`config.mk`:
```
export PLATFORM = sky130hd
export DESIGN_NAME = muldiv_sequencer_flat
export DESIGN_NICKNAME = d
export VERILOG_FILES = /design/src/rtl/muldiv_sequencer_if.sv /design/src/rtl/muldiv_sequencer.sv /design/src/flat_wrapper.sv
export SDC_FILE = /design/constraint.sdc
export NUM_CORES = 1
export LEC_CHECK = 0
export ABC_AREA = 1
export BUFFER_PORTS_ARGS = -buffer_cell sky130_fd_sc_hd__buf_2
export CAP_MARGIN = 20
export CELL_PAD_IN_SITES_DETAIL_PLACEMENT = 1
export CELL_PAD_IN_SITES_GLOBAL_PLACEMENT = 2
export CORE_ASPECT_RATIO = 0.75
export CORE_MARGIN = 3
export CORE_UTILIZATION = 32
export DETAILED_ROUTE_END_ITERATION = 8
export GPL_ROUTABILITY_DRIVEN = 1
export PLACE_DENSITY = 0.94
export SYNTH_ARGS = -nofsm -noshare
export SYNTH_HDL_FRONTEND = slang
export SYNTH_SLANG_ARGS = --single-unit
```
`constraint.sdc`:
```
create_clock -name clk -period 3.4 [get_ports clk]
set_clock_uncertainty 0.05 [all_clocks]
set_input_delay 0.34 -clock clk [delete_from_list [all_inputs] [get_ports clk]]
set_output_delay 0.34 -clock clk [all_outputs]
set_load 0.05 [all_outputs]
```
`src/rtl/muldiv_sequencer_if.sv`:
```
// Decoder-side handshake bundle for the iterative multiply/divide unit that feeds HI/LO.
interface muldiv_sequencer_if #(parameter int WIDTH = 32);
  logic                 start;
  logic [1:0]           op;
  logic [WIDTH-1:0]     srca;
  logic [WIDTH-1:0]     srcb;
  logic                 mf_req;
  logic                 flush;
  logic                 busy;
  logic                 stall;
  logic                 done;
  logic [2*WIDTH-1:0]   result;

  modport master (
    output start, op, srca, srcb, mf_req, flush,
    input  busy, stall, done, result
  );

  modport slave (
    input  start, op, srca, srcb, mf_req, flush,
    output busy, stall, done, result
  );
endinterface

```
`src/rtl/muldiv_sequencer.sv`:
```
// Iterative MULT/MULTU/DIV/DIVU sequencer: shift-add multiply, restoring divide,
// sign fix-up, then a one-cycle {HI,LO} write strobe. Stalls the core while in flight.
module muldiv_sequencer #(
  parameter int WIDTH = 32
) (
  input  logic               clk,
  input  logic               reset,
  muldiv_sequencer_if.slave  bus
);

  localparam int DW = 2 * WIDTH;
  localparam int CW = 6;

  typedef enum logic [1:0] {
    IDLE = 2'b00,
    CALC = 2'b01,
    FIX  = 2'b10,
    DONE = 2'b11
  } state_t;

  function automatic logic [WIDTH-1:0] neg_w(input logic [WIDTH-1:0] x);
    return ~x + WIDTH'(1);
  endfunction

  function automatic logic [DW-1:0] neg_dw(input logic [DW-1:0] x);
    return ~x + DW'(1);
  endfunction

  state_t             state_q, state_d;
  logic [CW-1:0]      cnt_q, cnt_d;
  logic               div_q, div_d;
  logic               neg_lo_q, neg_lo_d;
  logic               neg_hi_q, neg_hi_d;
  logic [WIDTH:0]     hi_q, hi_d;
  logic [WIDTH-1:0]   lo_q, lo_d;
  logic [WIDTH-1:0]   b_q, b_d;
  logic [DW-1:0]      result_q, result_d;

  logic               sign_a_s, sign_b_s;
  logic [WIDTH-1:0]   mag_a_s, mag_b_s;
  logic [WIDTH:0]     mul_sum_s;
  logic [WIDTH:0]     div_shift_s;
  logic [WIDTH+1:0]   div_diff_s;
  logic               div_ge_s;
  logic [DW-1:0]      prod_s;

  // Datapath helpers: operand magnitudes and one iteration of each loop.
  always_comb begin
    sign_a_s    = ~bus.op[0] & bus.srca[WIDTH-1];
    sign_b_s    = ~bus.op[0] & bus.srcb[WIDTH-1];
    mag_a_s     = sign_a_s ? neg_w(bus.srca) : bus.srca;
    mag_b_s     = sign_b_s ? neg_w(bus.srcb) : bus.srcb;
    mul_sum_s   = hi_q + (lo_q[0] ? {1'b0, b_q} : {(WIDTH+1){1'b0}});
    // Remainder stays below the divisor, so one extra bit holds the shifted value
    // and a second extra bit exposes the borrow of the trial subtract.
    div_shift_s = {hi_q[WIDTH-1:0], lo_q[WIDTH-1]};
    div_diff_s  = {1'b0, div_shift_s} - {2'b00, b_q};
    div_ge_s    = ~div_diff_s[WIDTH+1];
    prod_s      = {hi_q[WIDTH-1:0], lo_q};
  end

  // Next-state and register-update logic.
  always_comb begin
    state_d  = state_q;
    cnt_d    = cnt_q;
    div_d    = div_q;
    neg_lo_d = neg_lo_q;
    neg_hi_d = neg_hi_q;
    hi_d     = hi_q;
    lo_d     = lo_q;
    b_d      = b_q;
    result_d = result_q;

    if (bus.flush && (state_q != IDLE)) begin
      state_d = IDLE;
    end else begin
      case (state_q)
        // DONE accepts a waiting start on its exit edge, exactly like IDLE.
        IDLE, DONE: begin
          if (bus.start) begin
            div_d    = bus.op[1];
            cnt_d    = {CW{1'b0}};
            hi_d     = {(WIDTH+1){1'b0}};
            neg_lo_d = sign_a_s ^ sign_b_s;
            neg_hi_d = sign_a_s;
            if (bus.op[1]) begin
              lo_d = mag_a_s;
              b_d  = mag_b_s;
            end else begin
              lo_d = mag_b_s;
              b_d  = mag_a_s;
            end
            if (bus.op[1] && (bus.srcb == {WIDTH{1'b0}})) begin
              result_d = {bus.srca, {WIDTH{1'b1}}};
              state_d  = DONE;
            end else begin
              state_d  = CALC;
            end
          end else begin
            state_d = IDLE;
          end
        end
        CALC: begin
          if (div_q) begin
            hi_d = div_ge_s ? div_diff_s[WIDTH:0] : div_shift_s;
            lo_d = {lo_q[WIDTH-2:0], div_ge_s};
          end else begin
            hi_d = {1'b0, mul_sum_s[WIDTH:1]};
            lo_d = {mul_sum_s[0], lo_q[WIDTH-1:1]};
          end
          if (cnt_q == CW'(WIDTH - 1)) begin
            state_d = FIX;
          end else begin
            cnt_d = cnt_q + CW'(1);
          end
        end
        FIX: begin
          if (div_q) begin
            result_d = {neg_hi_q ? neg_w(hi_q[WIDTH-1:0]) : hi_q[WIDTH-1:0],
                        neg_lo_q ? neg_w(lo_q) : lo_q};
          end else begin
            result_d = neg_lo_q ? neg_dw(prod_s) : prod_s;
          end
          state_d = DONE;
        end
        default: begin
          state_d = IDLE;
        end
      endcase
    end
  end

  // State and datapath registers with synchronous active-low reset.
  always_ff @(posedge clk) begin
    if (!reset) begin
      state_q  <= IDLE;
      cnt_q    <= {CW{1'b0}};
      div_q    <= 1'b0;
      neg_lo_q <= 1'b0;
      neg_hi_q <= 1'b0;
      hi_q     <= {(WIDTH+1){1'b0}};
      lo_q     <= {WIDTH{1'b0}};
      b_q      <= {WIDTH{1'b0}};
      result_q <= {DW{1'b0}};
    end else begin
      state_q  <= state_d;
      cnt_q    <= cnt_d;
      div_q    <= div_d;
      neg_lo_q <= neg_lo_d;
      neg_hi_q <= neg_hi_d;
      hi_q     <= hi_d;
      lo_q     <= lo_d;
      b_q      <= b_d;
      result_q <= result_d;
    end
  end

  assign bus.busy   = (state_q != IDLE);
  assign bus.done   = (state_q == DONE);
  assign bus.result = result_q;
  assign bus.stall  = (state_q != IDLE) & (bus.start | bus.mf_req);

endmodule

```
`src/flat_wrapper.sv`:
```
// flat-port wrapper written by rule: the top's interface ports become plain ports
module muldiv_sequencer_flat 
#(
  parameter int WIDTH = 32
)
  (clk, reset, bus_start, bus_op, bus_srca, bus_srcb, bus_mf_req, bus_flush, bus_busy, bus_stall, bus_done, bus_result);
  muldiv_sequencer_if #(.WIDTH(WIDTH)) bus_i ();
  input  logic clk;
  input  logic reset;
  input wire logic [$bits(bus_i.start)-1:0] bus_start;
  input wire logic [$bits(bus_i.op)-1:0] bus_op;
  input wire logic [$bits(bus_i.srca)-1:0] bus_srca;
  input wire logic [$bits(bus_i.srcb)-1:0] bus_srcb;
  input wire logic [$bits(bus_i.mf_req)-1:0] bus_mf_req;
  input wire logic [$bits(bus_i.flush)-1:0] bus_flush;
  output wire logic [$bits(bus_i.busy)-1:0] bus_busy;
  output wire logic [$bits(bus_i.stall)-1:0] bus_stall;
  output wire logic [$bits(bus_i.done)-1:0] bus_done;
  output wire logic [$bits(bus_i.result)-1:0] bus_result;
  assign bus_i.start = bus_start;
  assign bus_i.op = bus_op;
  assign bus_i.srca = bus_srca;
  assign bus_i.srcb = bus_srcb;
  assign bus_i.mf_req = bus_mf_req;
  assign bus_i.flush = bus_flush;
  assign bus_busy = bus_i.busy;
  assign bus_stall = bus_i.stall;
  assign bus_done = bus_i.done;
  assign bus_result = bus_i.result;
  muldiv_sequencer #(.WIDTH(WIDTH)) u_core (.clk(clk), .reset(reset), .bus(bus_i));
endmodule
```
Yosys cells after proc, flatten, opt, wreduce, memory -nomap -nowiden
Index checks and enable logic that the tools add are counted.
W data, S select, Z words.
Word-level totals
  flip-flop bits (word level): 172
  output and inout bits: 67
  bits of input ports: 71
  word-level logic and storage cells: 78
Cells by class
  bitwise logic cells: 14
  reduce and logical (&&, ||, !) cells: 13
  muxes and demuxes: 26
  $add $sub $neg: 8
  equality and inequality tests: 8
Operators by type and width (number)
  $mux W32: 9
  $mux W64: 4
  $add A32 B1 Y32 const B: 4
  $not A32 Y32: 4
  $pmux W64 S2: 1
  $mux W33: 3
  $pmux W33 S2: 1
  $add A64 B1 Y64 const B: 1
  $not A64 Y64: 1
  $pmux W32 S2: 1
  $sub A33 B32 Y34: 1
  $add A33 B33 Y33: 1
  $logic_not A32 Y1: 1
  $mux W6: 2
  $pmux W6 S2: 1
  $reduce_and A4 Y1: 2
  $add A6 B1 Y6 const B: 1
  $eq A6 B5 Y1 const B: 1
  $mux W2: 3
  $pmux W2 S3: 1
  $reduce_and A3 Y1: 2
  $reduce_bool A2 Y1: 3
  $eq A2 B2 Y1 const B: 2
  $ne A2 B1 Y1 const B: 2
  9 further kinds: 17

Logic depth before layout (Yosys ltp)
Gate-level depths: netlist of the first run.
  depth in word-level cells: 6
  mapped depth: 21
  mapped depth without buffers: 19

Worst setup path after synthesis of the first run
Ideal clock, no wire load.
  kind: register to register
  from: register u_core.lo_q[0]
  to: register u_core.hi_q[23]
  stages on the path, launching flop included: 22
  library setup time: 0.132 ns
  period minus slack after synthesis: 2.556 ns
  slack: 0.844 ns
  required time: 3.218 ns
  buffers on the path: 2
  arrival: 2.374 ns
  cells stage by stage: dfxtp_1 > buf_2 > clkbuf_1 > nand2_1 > inv_1 > ha_1 > inv_1 > fa_1 > inv_1 > nand3_1 > nand3_1 > nand2_1 > nand2_1 > nand2_1 > nand2_1 > nand2_1 > nand2_1 > nand2_1 > nand3_1 > nand2_1 > nand2_1 > a21oi_1
On the way
  word-level cells in the longest chain between the ends: 4
RTL lines
  start, declared: line muldiv_sequencer.sv:35  | logic [WIDTH-1:0] lo_q, lo_d;
  start signal, assigned: line muldiv_sequencer.sv:142  | lo_q <= {WIDTH{1'b0}};
  start signal, assigned: line muldiv_sequencer.sv:152  | lo_q <= lo_d;
  $mux W32: line muldiv_sequencer.sv:53  | mul_sum_s = hi_q + (lo_q[0] ? {1'b0, b_q} : {(WIDTH+1){1'b0}});
  $add A33 B33 Y33: line muldiv_sequencer.sv:53
  $mux W33: line muldiv_sequencer.sv:104  | if (div_q) begin
  $pmux W33 S2: line muldiv_sequencer.sv:77  | case (state_q)
  end signal, assigned: line muldiv_sequencer.sv:141  | hi_q <= {(WIDTH+1){1'b0}};
  end signal, assigned: line muldiv_sequencer.sv:151  | hi_q <= hi_d;
  end, declared: line muldiv_sequencer.sv:34  | logic [WIDTH:0] hi_q, hi_d;
No other way between the ends.
A chain may end at the register's enable or synchronous reset.

Final worst setup path of the first run
  from: register u_core.hi_q[7]
  to: register u_core.hi_q[15]
On the way
  word-level cells in the longest chain between the ends: 4
  elaborated cells between the ends (all ways): 5
  those cells by class: 2 x add/sub; 3 x mux
RTL lines
  $sub A33 B32 Y34: line muldiv_sequencer.sv:57  | div_diff_s = {1'b0, div_shift_s} - {2'b00, b_q};
  $mux W33: line muldiv_sequencer.sv:105  | hi_d = div_ge_s ? div_diff_s[WIDTH:0] : div_shift_s;
  $mux W33 *: line muldiv_sequencer.sv:104
  $pmux W33 S2 *: line muldiv_sequencer.sv:77
Mark *: on every way between the ends. The rest lies on a longest branch, timed or not.

==> key figures, run 1 <==
Global route
  – Initial antenna violation count: 2
  – Number of global-route vias before repair: 21900
  – GRT overflow: 0
  – Largest net degree at the start of global routing: 68
  – First-pass GRT wire length: 141000 µm
  – Total Routing Usage GR: 0.314

Route
  – Routed Antenna Nets: 0
  – Highest Signal Layer: met4
  – Routed met3 length: approximately 13000 µm
  – DR WL/cell: 23.0 µm
  – Total number of vias: approximately 24000
  – Vias per cell: 5.66
  – DR WL met2: approximately 36000 µm
  – Final wirelength: approximately 96000 µm
  – Residual DRC: 0
  – DRT iter0 DRCs: roughly 2900
  – DR pass1 iterations: 7
  – Wire length on met1: 45000 µm

Setup path
  – Reg-to-Reg Start: u_core.hi_q[7]$_SDFFE_PN0P_
  – Critical Path Source Type: flop
  – Worst-path fanout max: 12
  – Worst Path Buf+Inv: 2
  – CP max stage cell: dfxtp_1
  – CP Depth: 13
  – CP required: 3710 ps
  – Worst setup path end: u_core.hi_q[15]$_SDFFE_PN0P_
  – Critical path's most frequent cell: nand2_1
  – Critical R2R Capture: u_core.hi_q[15]$_SDFFE_PN0P_
  – Max incr delay on CP: approximately 570 ps
  – Crit end category: flop
  – Critical Path AT: 3560 ps
  – Top delay family on crit path: simple AND/OR/NAND/NOR gates
  – Worst setup startpoint: u_core.hi_q[7]$_SDFFE_PN0P_
  – CP cell instances: ha_1 -> nand2_2 -> inv_1 -> a21oi_1 -> nand3_2 -> nand2_1 -> nand2_1 -> nand2_2 -> nand3_2 -> inv_1 -> nand2_1 -> nand3_1 -> a21oi_1
  – Critical path type: reg2reg
  – R2r worst-path depth: 13
  – Reg2Reg Setup Slack: about 150 ps

Job
  – Max cap viols: 0

Placement
  – Buffers on Ports: 137
  – GPL Wtd Cong: roughly 1.1
  – Placed cell count: around 4100
  – Detailed placement HPWL: 78700 µm

Cells and area
  – Ant. Diodes: 0
  – Layout Nets: 3568
  – Fin cells: slightly above 4000
  – Area growth from synthesis to final layout: 12.7%
  – Fraction of layout cells with a size suffix above 1: 0.0885

Pwr
  – Worst vdd ir: roughly 400 µV
  – Pwr/cell area: 819 mW/mm²
  – Leakage dissipation: 10.3 nW

Hold path
  – Worst Hold Class: in2reg

Synth
  – Post-synth top area cell: nand2_1
  – EDFF count, synth: 0
  – Sequential fraction of the synthesis area: 0.191
  – Cell variety after synth: roughly 50
  – Mapped Area: about 0.018 mm²
  – Commonest cells post-synth: nand2_1, inv_1, nor2_1
  – Main synth FF type: dfxtp_1
  – Adder-cell area share of the yosys netlist: 0.0529
  – Multiplexer area fraction after synthesis: 0
  – Asr flop ratio synth: 0
  – Compound-Gate Fraction of Synth Area: 0.176
  – Synth top area cells: nand2_1, dfxtp_1, inv_1, nand3_1, nor2_1
  – Synth top area share: 0.208
  – Syn Area/Cell: about 5.4 µm²
  – Count leader, synth: nand2_1
  – Synth Area in XOR/XNOR: 0.0335
  – Post-Syn Instances: 3310
  – Register bit count reported by yosys: between 150 and 200
  – Synthesized net count: 3456
  – Simple-Gate Fraction of Synth Area: 0.423
  – Largest family of logic cells by synthesized area: simple AND/OR/NAND/NOR gates
  – Total of warnings raised by yosys: 0

Floorplanning
  – # IOs: 138
  – Initial core utilization: 0.327
  – Core area: 0.0551 mm²
  – Row cnt: 74
  – Die width: 280 µm
  – Die footprint: 0.0592 mm²
  – Die height: 212 µm

STA
  – RSZ-0062 raised after global routing: false
  – Worst slew pin tran: 1080 ps
  – Slew Limit Headroom: 0.272
  – Final Max Slew Viols: 0
  – Fin crit share: 0.957
  – Fmax: around 300 MHz
  – Tmin final: 3250 ps
  – Setup TNS: 0 ps
  – Final Setup Violations: 0
  – Hold Fails Final Rpt: 0

Status
  – Outcome: finished clean

Clock network
  – CTS Buf Count: 17
  – Cts hold-fix bufs: 0
  – Clock root cell: clkbuf_16
  – CTS tree: built
  – CTS H-tree depth: 4
  – Post-CTS Resized: 0
  – CTS Buffer Depth: 2
  – Worst-Skew Late Latency: 480 ps
  – CTS sink count: 172
  – Worst-path clk slew: about 80 ps
  – Post CTS Setup Buffer Count: 0
## through the flow
| step | setup WS, ps | power, mW | util | hold slack [ps] | area [µm²] |
|---|---|---|---|---|---|
| 2_1_floorplan | 844 | 10.3 | - | 398 | 18000 |
| 3_3_place_gp | 403 | 13.9 | 0.358 | 403 | 19700 |
| 3_5_place_dp | 307 | 14.0 | 0.358 | 406 | 19700 |
| 4_1_cts | 285 | 16.2 | 0.369 | 134 | 20300 |
| 5_1_grt | 60.3 | 17.6 | 0.369 | 161 | 20300 |
| 6_report | 146 | 16.6 | 0.369 | 137 | 20300 |
## cell families after synthesis
logic type,count (synthesis)
fa+ha+maj,75
xor+xnor,69
buf+inv,578
compound gates,590
flops,172
simple gates,1826
## state kept, by name, summed over array words and instances (netlist names)
name	cells
u_core.b_q	32
u_core.neg_lo_q	1
u_core.state_q	2
u_core.bus.result	64
u_core.hi_q	33
u_core.cnt_q	6
u_core.div_q	1
u_core.neg_hi_q	1
u_core.lo_q	32
## worst min path at each step
stage | start | cells after the start | slack (ps) | end
6_report | bus_flush | 4 | 140 | u_core.state_q[1]$_SDFFE_PP0P_
5_1_grt | bus_flush | 4 | 160 | u_core.state_q[1]$_SDFFE_PP0P_
4_1_cts | bus_flush | 4 | 130 | u_core.state_q[1]$_SDFFE_PP0P_
3_5_place_dp | u_core.bus.result[61]$_SDFFE_PN0P_ | 2 | 410 | u_core.bus.result[61]$_SDFFE_PN0P_
3_3_place_gp | u_core.bus.result[52]$_SDFFE_PN0P_ | 2 | 400 | u_core.bus.result[52]$_SDFFE_PN0P_
2_1_floorplan | u_core.cnt_q[1]$_SDFFE_PN0P_ | 2 | 400 | u_core.cnt_q[1]$_SDFFE_PN0P_
## cell type report
class                           instances  area (µm²)
Clock buffer                           17         425
Sequential cell                       172        3450
Multi-Input combinational cell       2560       12400
Clock inverter                         15         173
Inverter                              458        1720
Timing Repair Buffer                  213        1290
Fill cell                            7724       34800
Tap cell                              722         903
## tightest hold or removal path, cell delays in order
cell,delay (ps)
buf_2,100
a21oi_1,80
nand2_1,70
inv_1,30
## where the power goes
part	total [mW]	internal, mW	switching, mW
Combinational	11.2	2.87	8.34
Clock	2.11	0.991	1.11
Sequential	3.33	2.61	0.719
Total	16.6	6.47	10.2
## placed cells by master, fill, tap and decap left out, types with 4 or more instances in the layout
cell,instances
nand2_1,998
inv_1,440
nor2_1,369
nand3_1,316
a21oi_1,255
o21ai_0,229
dfxtp_1,170
buf_2,137
buf_4,73
ha_1,72
nor3_1,48
xor2_1,41
o211ai_1,37
nand4_1,37
xnor2_1,28
a31oi_1,23
clkbuf_16,17
inv_2,15
or2_2,13
o21ai_1,12
nand3b_1,10
o21bai_1,7
nor2_2,6
nand2_2,6
a211oi_1,6
a22oi_1,6
nor4_1,5
clkinv_8,5
nand3_2,4
inv_8,4
## per-layer routing
layer / global-route usage / up-vias
met5: 0 / -
met4: 0.0700 / 0
met3: 0.0848 / 124
met2: 0.422 / 1319
met1: 0.488 / 11200
li1: - / 10900
Note: power is estimated with default switching activity, not from simulation.
==> run 2: changes to the inputs <==
--- a/config.mk
+++ b/config.mk
@@ -5,17 +5,17 @@
 export SDC_FILE = /design/constraint.sdc
 export NUM_CORES = 1
 export LEC_CHECK = 0
-export ABC_AREA = 1
+export ABC_AREA = 0
 export BUFFER_PORTS_ARGS = -buffer_cell sky130_fd_sc_hd__buf_2
 export CAP_MARGIN = 20
 export CELL_PAD_IN_SITES_DETAIL_PLACEMENT = 1
 export CELL_PAD_IN_SITES_GLOBAL_PLACEMENT = 2
 export CORE_ASPECT_RATIO = 0.75
 export CORE_MARGIN = 3
-export CORE_UTILIZATION = 32
+export CORE_UTILIZATION = 35
 export DETAILED_ROUTE_END_ITERATION = 8
 export GPL_ROUTABILITY_DRIVEN = 1
-export PLACE_DENSITY = 0.94
+export PLACE_DENSITY = 0.92
 export SYNTH_ARGS = -nofsm -noshare
 export SYNTH_HDL_FRONTEND = slang
 export SYNTH_SLANG_ARGS = --single-unit
==> key figures, run 2 <==
Pwr
  – Final Power: 12.1 mW (-27%)
  – Pwr/cell area: 701 mW/mm² (-14%)
  – Leakage dissipation: 7.18 nW (-30%)
  – Worst vdd ir: 383 µV (-3.4%)

Global route
  – First-pass GRT wire length: 95900 µm (-32%)
  – Largest net degree at the start of global routing: 95 (+40%)
  – Initial antenna violation count: 4 (+2)
  – Number of global-route vias before repair: 15900 (-27%)
  – GRT overflow: 0 (unchanged)
  – Total Routing Usage GR: 0.275 (-0.0398)

Placement
  – Placed Area: 0.0165 mm² (-16%)
  – Placed cell count: 2673 (-35%)
  – Buffers on Ports: 137 (unchanged)
  – GPL Wtd Cong: 0.969 (-9.5%)
  – Detailed placement HPWL: 49400 µm (-37%)
  – Place WS: -325 ps (-632 ps)

Setup path
  – Max incr delay on CP: 580 ps (about the same)
  – CP max stage cell: or4_4
  – Critical path's most frequent cell: o21ai_0
  – Critical Path AT: 3590 ps (+30 ps)
  – CP required: 3660 ps (-50 ps)
  – Worst-path fanout max: 7 (-5)
  – Reg-to-Reg Start: u_core.lo_q[24]$_SDFFE_PN0P_
  – Critical path type: reg2reg
  – Critical Path Source Type: flop
  – Crit end category: flop
  – CP cell instances: or4_4 -> or4_4 -> nor4b_4 -> a21oi_2 -> o21ai_0 -> xor2_1 -> nand2_1 -> o21ai_0 -> o21ai_0
  – Reg2Reg Setup Slack: 70 ps (-80 ps)
  – Worst setup startpoint: u_core.lo_q[24]$_SDFFE_PN0P_
  – R2r worst-path depth: 9 (-4)
  – Critical R2R Capture: u_core.bus.result[36]$_SDFFE_PN0P_

STA
  – RSZ-0062 raised after global routing: true
  – Tmin final: 3330 ps (+80.3 ps)
  – Final Max Slew Viols: 0 (unchanged)
  – Setup TNS: 0 ps (unchanged)
  – Slew Limit Headroom: 0.336 (+0.0643)
  – Worst slew pin tran: 984 ps (-97.5 ps)
  – Final Setup Violations: 0 (unchanged)
  – Fmax: 300 MHz (-2.4%)
  – Fin crit share: 0.981 (+0.0236)
  – Worst setup margin: 65.4 ps (-80.3 ps)
  – Hold Fails Final Rpt: 0 (unchanged)

Floorplanning
  – Die footprint: 0.0443 mm² (-25%)
  – Initial core utilization: 0.356 (+0.0292)
  – Die height: 183 µm (-14%)
  – Core area: 0.0410 mm² (-26%)
  – Row cnt: 64 (-14%)
  – # IOs: 138 (unchanged)
  – Die width: 242 µm (-14%)

Route
  – DRT iter0 DRCs: 1466 (-49%)
  – DR WL/cell: 23.1 µm (+0.12%)
  – Vias per cell: 5.93 (+4.8%)
  – Total number of vias: 16100 (-32%)
  – DR pass1 iterations: 5 (-2)
  – Residual DRC: 0 (unchanged)
  – Routed Antenna Nets: 0 (unchanged)
  – Final wirelength: 62400 µm (-35%)

Cells and area
  – Most frequent cells in the layout: nor2_1, o21ai_0, dfxtp_1
  – Fin cells: 2708 (-35%)
  – Final Instance Area: 0.0173 mm² (-15%)
  – Number of flip-flops in the largest register: 64 (unchanged)
  – Area growth from synthesis to final layout: 18.1%
  – Layout Nets: 2278 (-36%)
  – Most common cell after layout, fill and taps aside: nor2_1
  – Fraction of layout cells with a size suffix above 1: 0.173 (+0.0845)

Clock network
  – CTS tree: built
  – Worst-path clk slew: 70 ps (about the same)
  – CTS H-tree depth: 4 (unchanged)
  – Post CTS Setup Buffer Count: 0 (unchanged)
  – CTS Buffer Depth: 2 (unchanged)
  – Worst-Skew Late Latency: 460 ps (-20 ps)
  – CTS sink count: 172 (unchanged)
  – CTS Buf Count: 17 (unchanged)
  – Clock root cell: clkbuf_16

Hold path
  – Worst Hold Class: in2reg
  – WHS Path Cells: 3 (-1)
  – Hold Crit Start: bus_srca[26]
  – Hold endpoint: u_core.bus.result[58]$_SDFFE_PN0P_

Synth
  – Total of warnings raised by yosys: 0 (unchanged)
  – Count leader, synth: nor2_1
  – Mapped Area: 0.0146 mm² (-19%)
  – Asr flop ratio synth: 0 (unchanged)
  – Register bit count reported by yosys: 172 (unchanged)
  – Post-synth top area cell: dfxtp_1
  – Post-Syn Instances: 1994 (-40%)
  – Commonest cells post-synth: nor2_1, o21ai_0, a21oi_1, dfxtp_1, nand2_1
  – Cell variety after synth: 77 (+51%)
  – Synthesized net count: 2140 (-38%)
  – Main synth FF type: dfxtp_1
  – Synth top area cells: dfxtp_1, o21ai_0, ha_1, a21oi_1, xnor2_1
  – Syn Area/Cell: 7.33 µm² (+35%)
  – EDFF count, synth: 0 (unchanged)
  – Sequential fraction of the synthesis area: 0.236 (+0.0446)
  – Synth top area share: 0.236 (+0.0278)

Job
  – Max cap viols: 0 (unchanged)

Status
  – Outcome: finished clean
==> run 2: changes by cell type in the layout (fill, tap and decap cells not counted), moves of 66 or more <==
cell and change:
a21oi_1 -88, nand3_1 -269, xnor2_1 +66, nor2_1 -157, inv_1 -359, nand2_1 -830
==> run 2: through the flow <==
stage | hold slack, ps | utilization
after floorplan | 382 | -
after global placement | 394 | 0.402
after detailed placement | 393 | 0.402
after CTS | 201 | 0.418
after global routing | 233 | 0.421
final | 223 | 0.421
==> run 2: worst max path at each step <==
stage	cells after the start	end
6_report	9	u_core.bus.result[36]$_SDFFE_PN0P_
2_1_floorplan	14	u_core.hi_q[30]$_SDFFE_PN0P_
3_3_place_gp	13	u_core.hi_q[32]$_SDFFE_PN0P_
4_1_cts	13	u_core.hi_q[32]$_SDFFE_PN0P_
3_5_place_dp	13	u_core.hi_q[32]$_SDFFE_PN0P_
5_1_grt	13	u_core.hi_q[30]$_SDFFE_PN0P_
==> run 2: power by group <==
group | leakage [nW] | internal (mW) | switching [mW] | total, mW
clock | 0.312 | 1.25 | 0.982 | 2.23
combinational | 5.47 | 2.40 | 4.52 | 6.91
sequential | 1.40 | 2.45 | 0.511 | 2.96
total | 7.18 | 6.10 | 6.01 | 12.1
==> run 2: layout make-up <==
type	count	area [µm²]
multi-input cells	1600	10500
clock inverters	15	213
flip-flops and latches	172	3450
clock buffers	17	425
inverters	83	313
well taps	561	702
diodes	2	5.00
fillers	5117	23700
repair buffers	258	1690
==> run 2: what timing repair did <==
action | in CTS | in global routing
hold buffers | 0 | 0
resized for setup | 11 | 21
pin swaps | 2 | 6
endpoints found under the hold margin | 0 | 0
setup endpoints to repair | 6 | 31
cloned | 0 | 0
==> run 2: layer usage <==
layer,wire length (µm),global-route usage
met5,13,0
met4,885,0.0550
met3,5800,0.0797
met2,26100,0.415
met1,29600,0.389
==> run 2: kinds of logic after synthesis <==
family          synth area share
compound gates             0.291
xor+xnor                   0.106
fa+ha+maj                 0.0652
buf+inv                   0.0587
flops                      0.236
mux                       0.0509
simple gates               0.193
==> run 2: critical path: cells and delay by family (launching register included) <==
family / cells / cell delay (ps)
flops: 1 / 410
compound gates: 4 / 980
xor+xnor: 1 / 220
simple gates: 4 / 1530
